<file path="config.mk">
export PLATFORM = sky130hd
export DESIGN_NAME = op_req_sequencer
export DESIGN_NICKNAME = d
export VERILOG_FILES = /design/src/rtl/op_seq_pkg.sv /design/src/rtl/op_seq_timer.sv /design/src/rtl/op_req_sequencer.sv
export SDC_FILE = /design/constraint.sdc
export NUM_CORES = 1
export LEC_CHECK = 0
export BUFFER_PORTS_ARGS = -buffer_cell sky130_fd_sc_hd__buf_4
export CAP_MARGIN = 20
export CORE_AREA = 2 2 181 183
export DETAILED_ROUTE_END_ITERATION = 7
export DIE_AREA = 0 0 183 185
export SYNTH_ARGS = -nofsm -noshare
export SYNTH_HDL_FRONTEND = slang
export SYNTH_SLANG_ARGS = --single-unit
</file>
<file path="constraint.sdc">
create_clock -name clk -period 1.8 [get_ports clk]
set_input_delay 0.09 -clock clk [delete_from_list [all_inputs] [get_ports clk]]
set_output_delay 0.09 -clock clk [all_outputs]
set_load 0.05 [all_outputs]
</file>
<file path="src/rtl/op_seq_pkg.sv">
// Shared types and constants for the operator request sequencer and its consumers.
package op_seq_pkg;

    typedef enum logic [2:0] {
        ST_IDLE,
        ST_CFG_WR,
        ST_CFG_SETTLE,
        ST_RUN,
        ST_HOLD
    } op_seq_state_e;

    localparam logic [31:0] OP_TYPE_ADDR = 32'd10;
    localparam logic [31:0] OP_ADD_SUB   = 32'd1;   // z = a + b - c
    localparam logic [31:0] OP_SUB_SUB   = 32'd2;   // z = a - b - c

    localparam int RES_SEQ_W = 8;

    typedef struct packed {
        logic [63:0]          data;
        logic [RES_SEQ_W-1:0] seq;
    } op_seq_result_t;

endpackage

</file>
<file path="src/rtl/op_seq_timer.sv">
// 4-bit loadable down-counter with a zero flag; it saturates at zero.
module op_seq_timer (
    input  logic       clk,
    input  logic       rst,
    input  logic       load,
    input  logic [3:0] load_val,
    input  logic       dec,
    output logic       zero
);

    logic [3:0] cnt_q;
    logic [3:0] cnt_d;

    // NOTE: every signal assigned in always_comb gets a default first, so no path infers a latch.
    always_comb begin
        cnt_d = cnt_q;
        if (load) begin
            cnt_d = load_val;
        end else if (dec && (cnt_q != 4'd0)) begin
            cnt_d = cnt_q - 4'd1;
        end
    end

    // NOTE: sequential state uses non-blocking assignments so all flops update together at the edge.
    always_ff @(posedge clk or negedge rst) begin
        if (!rst) begin
            cnt_q <= 4'd0;
        end else begin
            cnt_q <= cnt_d;
        end
    end

    assign zero = (cnt_q == 4'd0);

endmodule

</file>
<file path="src/rtl/op_req_sequencer.sv">
// Feeds operand triples and config writes to OPERATOR_IP, holds operands for the
// operator latency and returns the captured z with a sequence tag.
module op_req_sequencer
    import op_seq_pkg::*;
#(
    parameter int OP_LAT     = 4,
    parameter int CFG_SETTLE = 2,
    parameter int SEQ_W      = RES_SEQ_W
) (
    input  logic             clk,
    input  logic             rst,
    input  logic             req_valid,
    output logic             req_ready,
    input  logic [31:0]      req_a,
    input  logic [31:0]      req_b,
    input  logic [31:0]      req_c,
    input  logic             cfg_valid,
    output logic             cfg_ready,
    input  logic [31:0]      cfg_addr,
    input  logic [31:0]      cfg_data,
    output logic [31:0]      a,
    output logic [31:0]      b,
    output logic [31:0]      c,
    output logic             reg_wr,
    output logic [31:0]      reg_addr,
    output logic [31:0]      reg_wr_data,
    input  logic [63:0]      z,
    output logic             res_valid,
    input  logic             res_ready,
    output logic [63:0]      res_data,
    output logic [SEQ_W-1:0] res_seq,
    output logic             busy
);

    // The timer exits on its zero flag, so it is loaded with one less than the cycle count.
    localparam logic [3:0] RUN_LOAD    = 4'(OP_LAT - 1);
    localparam logic [3:0] SETTLE_LOAD = 4'(CFG_SETTLE - 1);

    op_seq_state_e  state_q, state_d;
    logic [31:0]    a_q, a_d, b_q, b_d, c_q, c_d;
    logic           reg_wr_q, reg_wr_d;
    logic [31:0]    reg_addr_q, reg_addr_d, reg_wr_data_q, reg_wr_data_d;
    logic           res_valid_q, res_valid_d;
    op_seq_result_t res_q, res_d;
    logic [SEQ_W-1:0] seq_q, seq_d, tag_q, tag_d;

    logic       tmr_load;
    logic [3:0] tmr_load_val;
    logic       tmr_dec;
    logic       tmr_zero;

    op_seq_timer u_timer (
        .clk      (clk),
        .rst      (rst),
        .load     (tmr_load),
        .load_val (tmr_load_val),
        .dec      (tmr_dec),
        .zero     (tmr_zero)
    );

    always_comb begin
        state_d       = state_q;
        a_d           = a_q;
        b_d           = b_q;
        c_d           = c_q;
        reg_wr_d      = 1'b0;
        reg_addr_d    = reg_addr_q;
        reg_wr_data_d = reg_wr_data_q;
        res_valid_d   = res_valid_q;
        res_d         = res_q;
        seq_d         = seq_q;
        tag_d         = tag_q;
        tmr_load      = 1'b0;
        tmr_load_val  = 4'd0;
        tmr_dec       = 1'b0;

        unique case (state_q)
            ST_IDLE: begin
                // Config wins over a simultaneous request, keeping the op type stable per result.
                if (cfg_valid) begin
                    reg_addr_d    = cfg_addr;
                    reg_wr_data_d = cfg_data;
                    reg_wr_d      = 1'b1;
                    state_d       = ST_CFG_WR;
                end else if (req_valid) begin
                    a_d          = req_a;
                    b_d          = req_b;
                    c_d          = req_c;
                    tag_d        = seq_q;
                    seq_d        = seq_q + SEQ_W'(1);
                    tmr_load     = 1'b1;
                    tmr_load_val = RUN_LOAD;
                    state_d      = ST_RUN;
                end
            end
            ST_CFG_WR: begin
                if (CFG_SETTLE == 0) begin
                    state_d = ST_IDLE;
                end else begin
                    tmr_load     = 1'b1;
                    tmr_load_val = SETTLE_LOAD;
                    state_d      = ST_CFG_SETTLE;
                end
            end
            ST_CFG_SETTLE: begin
                if (tmr_zero) state_d = ST_IDLE;
                else          tmr_dec = 1'b1;
            end
            ST_RUN: begin
                if (tmr_zero) begin
                    res_d.data  = z;
                    res_d.seq   = tag_q;
                    res_valid_d = 1'b1;
                    state_d     = ST_HOLD;
                end else begin
                    tmr_dec = 1'b1;
                end
            end
            ST_HOLD: begin
                if (res_ready) begin
                    res_valid_d = 1'b0;
                    state_d     = ST_IDLE;
                end
            end
            default: state_d = ST_IDLE;
        endcase
    end

    always_ff @(posedge clk or negedge rst) begin
        if (!rst) begin
            state_q       <= ST_IDLE;
            a_q           <= '0;
            b_q           <= '0;
            c_q           <= '0;
            reg_wr_q      <= 1'b0;
            reg_addr_q    <= '0;
            reg_wr_data_q <= '0;
            res_valid_q   <= 1'b0;
            res_q         <= '0;
            seq_q         <= '0;
            tag_q         <= '0;
        end else begin
            state_q       <= state_d;
            a_q           <= a_d;
            b_q           <= b_d;
            c_q           <= c_d;
            reg_wr_q      <= reg_wr_d;
            reg_addr_q    <= reg_addr_d;
            reg_wr_data_q <= reg_wr_data_d;
            res_valid_q   <= res_valid_d;
            res_q         <= res_d;
            seq_q         <= seq_d;
            tag_q         <= tag_d;
        end
    end

    assign cfg_ready   = (state_q == ST_IDLE);
    assign req_ready   = (state_q == ST_IDLE) && !cfg_valid;
    assign busy        = (state_q != ST_IDLE);
    assign a           = a_q;
    assign b           = b_q;
    assign c           = c_q;
    assign reg_wr      = reg_wr_q;
    assign reg_addr    = reg_addr_q;
    assign reg_wr_data = reg_wr_data_q;
    assign res_valid   = res_valid_q;
    assign res_data    = res_q.data;
    assign res_seq     = res_q.seq;

endmodule

</file>
Word-level counts from Yosys, hierarchy flattened

Index checks and enable logic that the tools add are counted.

Mux-type cells: 21
Bitwise logic cells: 1
Reductions and logical operators: 15
Eq/ne operators: 8
Add/sub/neg operators: 2

Operator list:

| kind                                                               | number |
|---|---|
| 3-bit 2-to-1 mux                                                   | 5 |
| 3-bit case mux with 5 select lines                                 | 1 |
| 8-bit by 1-bit adder with 8-bit output, second input constant      | 1 |
| 1-bit 2-to-1 mux                                                   | 8 |
| 4-bit 2-to-1 mux                                                   | 2 |
| 3-bit by 2-bit == test with 1-bit output, second input constant    | 2 |
| 2-bit != test, second input constant                               | 3 |
| 3-bit AND reduction                                                | 2 |
| 4-bit zero test                                                    | 1 |
| 2-bit 2-to-1 mux                                                   | 2 |
| 1-bit case mux with 2 select lines                                 | 2 |
| 2-bit case mux with 2 select lines                                 | 1 |
| 2-bit AND reduction                                                | 2 |
| 4-bit AND reduction                                                | 1 |
| 2-bit nonzero test                                                 | 2 |
| 4-bit nonzero test                                                 | 1 |
| 4-bit by 1-bit subtractor with 4-bit output, second input constant | 1 |
| 3-bit by 1-bit == test with 1-bit output, second input constant    | 1 |
| 3-bit == test, second input constant                               | 1 |
| 3-bit zero test                                                    | 1 |
| 3-bit != test, second input constant                               | 1 |
| 3-bit nonzero test                                                 | 1 |
| 1-bit logical AND                                                  | 2 |
| 2-bit OR reduction                                                 | 1 |
| 2 further kinds                                                    | 2 |

Register bits after elaboration: 257
Logic and storage cells: 60
Bits of input ports: 229
Output and inout port bits: 237

Logic depth before layout (Yosys ltp)

Gate-level depths: netlist of run 1.

Depth in word-level cells: 6
Mapped depth: 7
Mapped depth without buffers: 5

Hierarchy

Synthesis of run 1 repeated with hierarchy kept, for this count alone.

Cell total of the unflattened synthesis: 591
Area, all modules: 9873.2 um^2

By module, submodules not included:

| module           | times used | seq. area each (um^2) | cells each | area an instance (um^2) |
|---|---|---|---|---|
| op_req_sequencer | 1          | 6331.1                | 564        | 9603.0 |
| op_seq_timer     | 1          | 100.1                 | 27         | 270.3 |

Least setup slack after synthesis of run 1

OpenSTA, ideal clock, no wires.

Path kind: flip-flop to flip-flop
From: register state_q[2]
To: register reg_addr_q[0] (netlist: reg_addr[0])
Path slack: -185 ps
Setup time: 125 ps
Data arrival time: 1860 ps
Data required time: 1675 ps
Clock period less this slack: 1985 ps
Cell stages (with the launch flop): 8
Buffers on the path: 3
Cells stage by stage: dfrtp_1 > buf_6 > or3_4 > clkinv_4 > and2_4 > buf_8 > buf_12 > mux2_2

Cells in the longest elaborated chain, start to end: 2

Ends and longest elaborated chain:

| what                          | RTL line                | source |
|---|---|---|
| from (decl)                   | op_req_sequencer.sv:39  | `op_seq_state_e state_q, state_d;` |
| from (signal assigned)        | op_req_sequencer.sv:143 | `state_q <= state_d;` |
| 3-bit zero test               | -                       |  |
| named net cfg_ready           | op_req_sequencer.sv:18  | `output logic cfg_ready,` |
| 2-bit AND reduction (no line) | -                       |  |
| to (signal assigned)          | op_req_sequencer.sv:148 | `reg_addr_q <= reg_addr_d;` |
| to (decl)                     | op_req_sequencer.sv:42  | `logic [31:0] reg_addr_q, reg_addr_d, reg_wr_data_q, reg_wr_data_d;` |

The timed path passes the listed nets, and every way through them passes these cells.
A chain may end at the register's enable or synchronous reset.

Final worst setup path of run 1

From: register state_q[0]
To: register reg_wr_data_q[20] (netlist: reg_wr_data[20])

Cells in the longest elaborated chain, start to end: 2

Ends and longest elaborated chain:

| what                          | RTL line                | source |
|---|---|---|
| 3-bit zero test               | op_req_sequencer.sv:77  | `unique case (state_q)` |
| 2-bit AND reduction (no line) | -                       |  |
| to (signal assigned)          | op_req_sequencer.sv:149 | `reg_wr_data_q <= reg_wr_data_d;` |
| to (decl)                     | op_req_sequencer.sv:42  |  |

Every way passes these cells.

==> results of run 1 <==
-- sequential cells by signal, indices dropped and copies added (netlist names), 8 cells and up --
register,cells
seq_q,8
res_seq,8
c,32
b,32
reg_wr_data,32
a,32
res_data,64
reg_addr,32
tag_q,8
-- per-layer routing --
| layer | global-route usage | vias to the layer above | routed length (um) |
|---|---|---|---|
| met4 | 0.0566 | 0 | 909 |
| met1 | 0.189 | 3844 | 11700 |
| li1 | - | 3579 | - |
| met2 | 0.317 | 358 | 16500 |
| met3 | 0.0582 | 62 | 3070 |
| met5 | 0 | - | 0 |
-- worst max-delay path: cells and delay by family (launching register included) --
family	cells	cell delay, ns
buffers and inverters	2	0.31
DFF	1	0.38
and+or+nand+nor	2	0.73
muxes	1	0.31
-- final cells by class --
class,count,area (um2),share of cell area
repair buffers,743,6460,0.364
flip-flops and latches,257,6430,0.362
multi-input cells,297,3390,0.191
clock buffers,44,882,0.0497
well taps,408,510,0.0287
clock inverters,7,38.8,0.00218
inverters,6,35.0,0.00197
diodes,5,12.5,0.000704
-- what timing repair did --
| action | CTS | global route |
|---|---|---|
| gates cloned | 1 | 6 |
| pin swaps | 2 | 2 |
| endpoints found under the hold margin | 484 | 0 |
| resized for setup | 9 | 43 |
| setup buffers | 2 | 5 |
| endpoints found under the setup margin | 66 | 135 |
| hold buffers | 228 | 0 |
-- power groups by stage --
| stage | sequential (uW) | clock, uW | combinational (uW) |
|---|---|---|---|
| after floorplan | 19200 | 0 | 4290 |
| after global placement | 10100 | 0 | 19500 |
| after detailed placement | 10200 | 0 | 19700 |
| after CTS | 10100 | 5850 | 20200 |
| after global routing | 10600 | 6110 | 21600 |
| final | 10200 | 5680 | 20800 |
-- worst max-delay path by stage --
| stage | from | to | cells past startpoint | slack [ns] |
|---|---|---|---|---|
| after floorplan | state_q[2] | reg_addr[0] | 7 | -0.13 |
| after global placement | state_q[1] | reg_wr_data[2] | 5 | 0.03 |
| after detailed placement | u_timer.cnt_q[0] | res_data[59] | 7 | -0.01 |
| after CTS | state_q[2] | req_ready | 4 | -0.05 |
| after global routing | state_q[0] | reg_wr_data[20] | 5 | -0.11 |
| final | state_q[0] | reg_wr_data[20] | 5 | -0.08 |
-- logic make-up (layout without fill, tap and decap cells) --
group                      Yosys count  after routing  synth area share
buffers and inverters               34            800            0.0291
adders and majority gates            3              3           0.00376
AOI/OAI and AO/OA                   15             15           0.00903
and+or+nand+nor                     29             30            0.0196
DFF                                257            257             0.644
other                                0              5                 0
xor gates and xnor gates             7              7           0.00614
muxes                              242            242             0.288
-- synthesized netlist by cell type (2+ instances only) --
library cell	number	area share
sky130_fd_sc_hd__o21a_1	2	0.0015
sky130_fd_sc_hd__or3_1	2	0.0013
sky130_fd_sc_hd__and3_1	3	0.0019
sky130_fd_sc_hd__inv_1	5	0.0019
sky130_fd_sc_hd__nor2b_1	2	0.0013
sky130_fd_sc_hd__o21ai_0	7	0.0035
sky130_fd_sc_hd__buf_6	6	0.0068
sky130_fd_sc_hd__or4_1	2	0.0015
sky130_fd_sc_hd__nor2_1	4	0.0015
sky130_fd_sc_hd__nand3_1	6	0.0030
sky130_fd_sc_hd__ha_1	3	0.0038
sky130_fd_sc_hd__buf_12	5	0.010
sky130_fd_sc_hd__xnor2_1	7	0.0061
sky130_fd_sc_hd__buf_2	13	0.0065
sky130_fd_sc_hd__clkbuf_1	2	0.00075
sky130_fd_sc_hd__dfrtp_1	257	0.64
sky130_fd_sc_hd__mux2_2	201	0.23
sky130_fd_sc_hd__o22ai_1	2	0.0013
sky130_fd_sc_hd__mux2_4	40	0.060
sky130_fd_sc_hd__a21oi_1	2	0.0010
-- per-stage QoR --
stage | hold slack, ns | total power, uW | instance area, um2
4_1_cts | 0.0323 | 36200 | 17400
6_report | 0.0459 | 36700 | 17800
3_5_place_dp | 0.0351 | 29900 | 14100
3_3_place_gp | 0.0348 | 29700 | 14100
5_1_grt | 0.0492 | 38200 | 17800
2_1_floorplan | -0.206 | 23500 | 10000
==> out/summary.log, run 1 <==
qor: run_status.status finished, violations left
qor: run_status.failed_checks setup timing
qor: cells_and_area.post_layout_nonfiller_instances 1,767
qor: worst_setup_path.reg2reg_slack -0.08 ns
qor: timing.setup-tns-final -1.80 ns
qor: logic_synthesis.asyncSetResetFlopFracSynth 1.00
qor: timing.final_hold_viol_count 0
qor: logic_synthesis.netlist_area 9980 um2
qor: die.die_w 183 um
qor: cells_and_area.final_layout_size_suffix_gt1_frac 0.600
qor: power.p_per_area 2070 nW/um2
qor: die.placement_rows 66
qor: power.total_switching_power 17,100 uW
qor: power.combPwrFrac 0.566
qor: timing.max_freq 0.532 GHz
qor: die.floorplan.die_area 33,900 um2
qor: route.post_detailed_route_count_of_antenna_violating_nets 0
qor: clocking.worstSkewPairLatency 0.55 ns
qor: power.vdd_drop_max 1510 uV
qor: logic_synthesis.distinct_cell_type_count_of_the_synthesized_netlist 36
qor: placed_design.dp_worst_setup_slack -0.0116 ns
qor: timing.layout_min_cycle_time 1.88 ns
qor: worst_setup_path.worst-r2r-cell-count 5
qor: power.p_int 19,600 uW
qor: cells_and_area.most-common-layout-cells sky130_fd_sc_hd__buf_4, sky130_fd_sc_hd__dfrtp_1, sky130_fd_sc_hd__dlygate4sd3_1
qor: placed_design.dpl.hpwl 21.0 mm
qor: route.drt_iter0_drc 194
qor: die.floorplan.initialDensity 0.311
qor: logic_synthesis.yosys_warnings 0
qor: die.io_pins 466
qor: timing.final_count_of_pins_violating_max_slew 0
qor: route.total_detailed_routing_wirelength 32.2 mm
qor: route.via_count 7,843
qor: clocking.cts_htree_levels 1
qor: worst_setup_path.rr_endpoint reg_wr_data[20]
qor: worst_setup_path.cell_at_the_slowest_stage_of_the_critical_path sky130_fd_sc_hd__or3_4
qor: timing.timing.slew.headroom 0.720
qor: timing.setup_skew 0.0249 ns
qor: placed_design.finalWeightedCongestion 0.751
qor: power.seqPwrFrac 0.279
qor: worst_setup_path.critical_path.max_stage_delay 0.44 ns
qor: worst_hold_path.min_path_type input port to async pin
qor: run.maxCapViolCount 0
qor: cells_and_area.syn2layout_area_growth 78.0%
qor: logic_synthesis.post_synth.cell_area_avg 17.0 um2
qor: clocking.cts_inserted_buffers 29
qor: power.swShare 0.465
qor: worst_setup_path.arr_time_crit_path 2.30 ns
qor: logic_synthesis.synthesis.instances 587
qor: clocking.cts-root-buf sky130_fd_sc_hd__clkbuf_16
qor: cells_and_area.num-nets-final 1,566
qor: grt.grt-ovfl-total 0
qor: route.wire_per_inst 18.2 um
qor: worst_setup_path.criticalPathCategory register to register
qor: die.die_height 185 um
qor: route.drt_pre_antenna_iters 4
qor: timing.setup_repair_after_global_routing_missed_its_margin yes
qor: logic_synthesis.ys_dominant_reg_cell sky130_fd_sc_hd__dfrtp_1
qor: cells_and_area.fillers 2,538
qor: worst_setup_path.setup.worst_path.start_class register
qor: worst_setup_path.endpoint_kind register
qor: power.clock_power_share 0.155
qor: timing.finalSetupViolCount 43
qor: placed_design.placedCellCount 1,469
qor: die.core-area 32,000 um2
qor: worst_setup_path.timing.critical_path.fanout_max 8
qor: grt.gr_usage_total 0.173
qor: timing.transition_time_at_the_pin_with_the_least_slew_margin 0.420 ns
qor: clocking.clkSinkCount 257
qor: clocking.clk_transition_reported_paths 0.06 ns
qor: clocking.cts.path.max_buffers 3
qor: worst_setup_path.required 2.22 ns
qor: cells_and_area.mostFrequentLayoutCell sky130_fd_sc_hd__buf_4
qor: worst_setup_path.regToRegStartpoint state_q[0]
qor: worst_setup_path.worstPathCellList or3_4, clkinv_8, and2_4, clkbuf_16, mux2_4
qor: logic_synthesis.seq_area_frac_synth 0.644
qor: route.route.detailed.vias_per_inst 4.44
qor: power.p_leak 0.00863 uW
qor: cells_and_area.postLayoutCoreUtil 0.554
qor: grt.antenna_found_initial 5
qor: grt.via_count_of_the_first_global_routing_pass 8,569
qor: logic_synthesis.number_of_storage_elements_in_the_synthesis_netlist 257
qor: route.drcViolationCount 0
qor: clocking.cts_tree yes
qor: placed_design.buffer_ports.inserted 465
qor: timing.timing.final.crit_share 1.04
qor: logic_synthesis.synth_enable_flop_cells 0
qor: timing.final_critical_path_setup_slack -0.0789 ns
qor: grt.wire_length_of_the_first_global_routing_pass 46.4 mm
qor: grt.largest_net_degree_at_the_start_of_global_routing 64
qor: logic_synthesis.synth_nets 819
(Power assumes the default switching activity.)
==> run 2, diff against run 1 <==
- PLACE_DENSITY: default -> 0.71
==> run 2 against run 1 <==
The run still ends with setup timing left. Via count up 2.6%. Wire length is 10% higher. Sequential share of layout area is 0.48 points lower. Power increased by 1.0%. Critical endpoint is now reg_addr[4].
==> out/summary.log, run 2 (synthesis results as in run 1) <==
qor: clocking.cts_tree yes [unchanged]
qor: die.die_height 185 um [unchanged]
qor: cells_and_area.mostFrequentLayoutCell sky130_fd_sc_hd__buf_4 [unchanged]
qor: run_status.status finished, violations left [unchanged]
qor: timing.final_count_of_pins_violating_max_slew 0 [unchanged]
qor: worst_setup_path.critical_path.n_buffers_inverters 2 [unchanged]
qor: clocking.cts_htree_levels 1 [unchanged]
qor: power.vdd_drop_max 1330 uV [was 1510 uV]
qor: cells_and_area.most-common-layout-cells sky130_fd_sc_hd__buf_4, sky130_fd_sc_hd__dfrtp_1, sky130_fd_sc_hd__dlygate4sd3_1 [unchanged]
qor: placed_design.dp_worst_setup_slack -0.0206 ns [was -0.0116 ns]
qor: route.route.detailed.vias_per_inst 4.53 [was 4.44]
qor: worst_setup_path.setup.worst_path.start_class register [unchanged]
qor: run_status.failed_checks setup timing [unchanged]
qor: worst_setup_path.reg2reg_slack -0.05 ns [was -0.08 ns]
qor: timing.transition_time_at_the_pin_with_the_least_slew_margin 0.822 ns [was 0.420 ns]
qor: clocking.cts-root-buf sky130_fd_sc_hd__clkbuf_16 [unchanged]
qor: worst_setup_path.critical_path.max_stage_delay 0.44 ns [about the same]
qor: route.wire_per_inst 20.0 um [was 18.2 um]
qor: clocking.worstSkewPairLatency 0.54 ns [was 0.55 ns]
qor: die.core-area 32,000 um2 [unchanged]
qor: route.drt_pre_antenna_iters 4 [unchanged]
qor: timing.max_freq 0.541 GHz [was 0.532 GHz]
qor: grt.largest_net_degree_at_the_start_of_global_routing 55 [was 64]
qor: route.drcViolationCount 0 [unchanged]
qor: cells_and_area.num-nets-final 1,575 [was 1,566]
qor: timing.final_critical_path_setup_slack -0.0471 ns [was -0.0789 ns]
qor: timing.timing.final.crit_share 1.03 [was 1.04]
qor: timing.hold_slack 0.0954 ns [was 0.0459 ns]
qor: route.via_count 8,043 [was 7,843]
qor: worst_setup_path.worstPathCellList or3_4, clkinv_8, and2_4, clkbuf_16, mux2_2 [was or3_4, clkinv_8, and2_4, clkbuf_16, mux2_4]
qor: clocking.clkSinkCount 257 [unchanged]
qor: power.power 37,100 uW [was 36,700 uW]
qor: placed_design.buffer_ports.inserted 465 [unchanged]
qor: clocking.cts.path.max_buffers 3 [unchanged]
qor: die.floorplan.die_area 33,900 um2 [unchanged]
qor: route.post_detailed_route_count_of_antenna_violating_nets 0 [unchanged]
qor: placed_design.dpl.hpwl 21.8 mm [was 21.0 mm]
qor: route.total_detailed_routing_wirelength 35.5 mm [was 32.2 mm]
qor: timing.finalSetupViolCount 61 [was 43]
qor: route.drt_iter0_drc 205 [was 194]
qor: power.p_leak 0.00874 uW [was 0.00863 uW]
qor: cells_and_area.post_layout_nonfiller_instances 1,774 [was 1,767]
qor: die.die_w 183 um [unchanged]
qor: die.floorplan.initialDensity 0.311 [unchanged]
qor: worst_setup_path.endpoint_kind register [unchanged]
qor: worst_setup_path.cp_top_family simple AND/OR/NAND/NOR gates [unchanged]
qor: worst_setup_path.required 2.21 ns [was 2.22 ns]
qor: grt.via_count_of_the_first_global_routing_pass 8,597 [was 8,569]
qor: placed_design.finalWeightedCongestion 0.781 [was 0.751]
qor: cells_and_area.final_layout_size_suffix_gt1_frac 0.601 [was 0.600]
qor: grt.antenna_found_initial 5 [unchanged]
qor: clocking.cts_inserted_buffers 29 [unchanged]
qor: grt.wire_length_of_the_first_global_routing_pass 48.0 mm [was 46.4 mm]
qor: cells_and_area.largest_register_ffs 64 [unchanged]
qor: worst_setup_path.arr_time_crit_path 2.26 ns [was 2.30 ns]
qor: placed_design.placedCellCount 1,462 [was 1,469]
qor: die.placement_rows 66 [unchanged]
qor: timing.timing.slew.headroom 0.451 [was 0.720]
qor: grt.grt-ovfl-total 0 [unchanged]
qor: grt.gr_usage_total 0.181 [was 0.173]
qor: cells_and_area.syn2layout_area_growth 80.4% [was 78.0%]
qor: worst_setup_path.cell_at_the_slowest_stage_of_the_critical_path sky130_fd_sc_hd__or3_4 [unchanged]
qor: power.p_per_area 2060 nW/um2 [was 2070 nW/um2]
qor: run.maxCapViolCount 0 [unchanged]
qor: timing.setup_skew 0.0151 ns [was 0.0249 ns]
qor: worst_setup_path.criticalPathCategory register to register [unchanged]
qor: timing.layout_min_cycle_time 1.85 ns [was 1.88 ns]
qor: worst_setup_path.timing.critical_path.fanout_max 15 [was 8]
qor: worst_hold_path.min_path_type input port to async pin [unchanged]
qor: die.io_pins 466 [unchanged]
qor: clocking.clk_transition_reported_paths 0.06 ns [about the same]
qor: timing.final_hold_viol_count 0 [unchanged]
qor: timing.setup_repair_after_global_routing_missed_its_margin yes [unchanged]
-- run 2: cell count changes in the layout (fill, tap and decap cells not counted), sizes merged --
cell / delta
diode: +2
clkinvlp: +1
inv: -1
clkbuf: +4
nand2: +1
bufinv: +1
and2: -1
-- run 2: layout make-up --
type	count	area, um2
Multi-Input combinational cell	297	3420
Fill cell	2422	14000
Sequential cell	257	6430
Antenna cell	7	17.5
Tap cell	408	510
Clock buffer	39	813
Inverter	6	35.0
Timing Repair Buffer	752	6710
Clock inverter	8	67.6
-- run 2: power breakdown --
part / switching [uW] / internal [uW]
Combinational: 13300 / 7890
Sequential: 1780 / 8570
Clock: 2300 / 3260
Total: 17400 / 19700
-- run 2: path summary, 6_finish.rpt --
kind                            start      endpoint  depth (start not counted)
setup / recovery           state_q[1]   reg_addr[4]                          5
hold / removal                    rst  reg_addr[21]                          2
setup reg to reg           state_q[1]   reg_addr[4]                          5
hold reg to reg              seq_q[7]      seq_q[7]                          1
max in group asynchronous         rst         b[11]                          3
min in group clk            cfg_valid      seq_q[5]                          4
-- run 2: what timing repair did --
item,CTS,global route
hold buffers,228,0
resized for setup,10,48
pin swaps,2,2
setup buffers,3,5
endpoints found under the setup margin,69,168
endpoints found under the hold margin,484,0
cloned,0,22
-- run 2: stage by stage --
step                 util  instance area (um2)  TNS (ns)
floorplan               -                10000     -8.48
global placement    0.440                14100         0
detailed placement  0.440                14100    -0.356
CTS                 0.540                17300   -0.0604
global route        0.562                18000     -8.52
finish              0.562                18000     -1.24
-- run 2: layer usage --
metal | global-route usage | vias up | part of all wire
li1 | - | 3597 | -
met1 | 0.196 | 4013 | 0.37
met2 | 0.331 | 364 | 0.52
met3 | 0.0572 | 69 | 0.075
met4 | 0.0701 | 0 | 0.036
met5 | 0 | - | 0
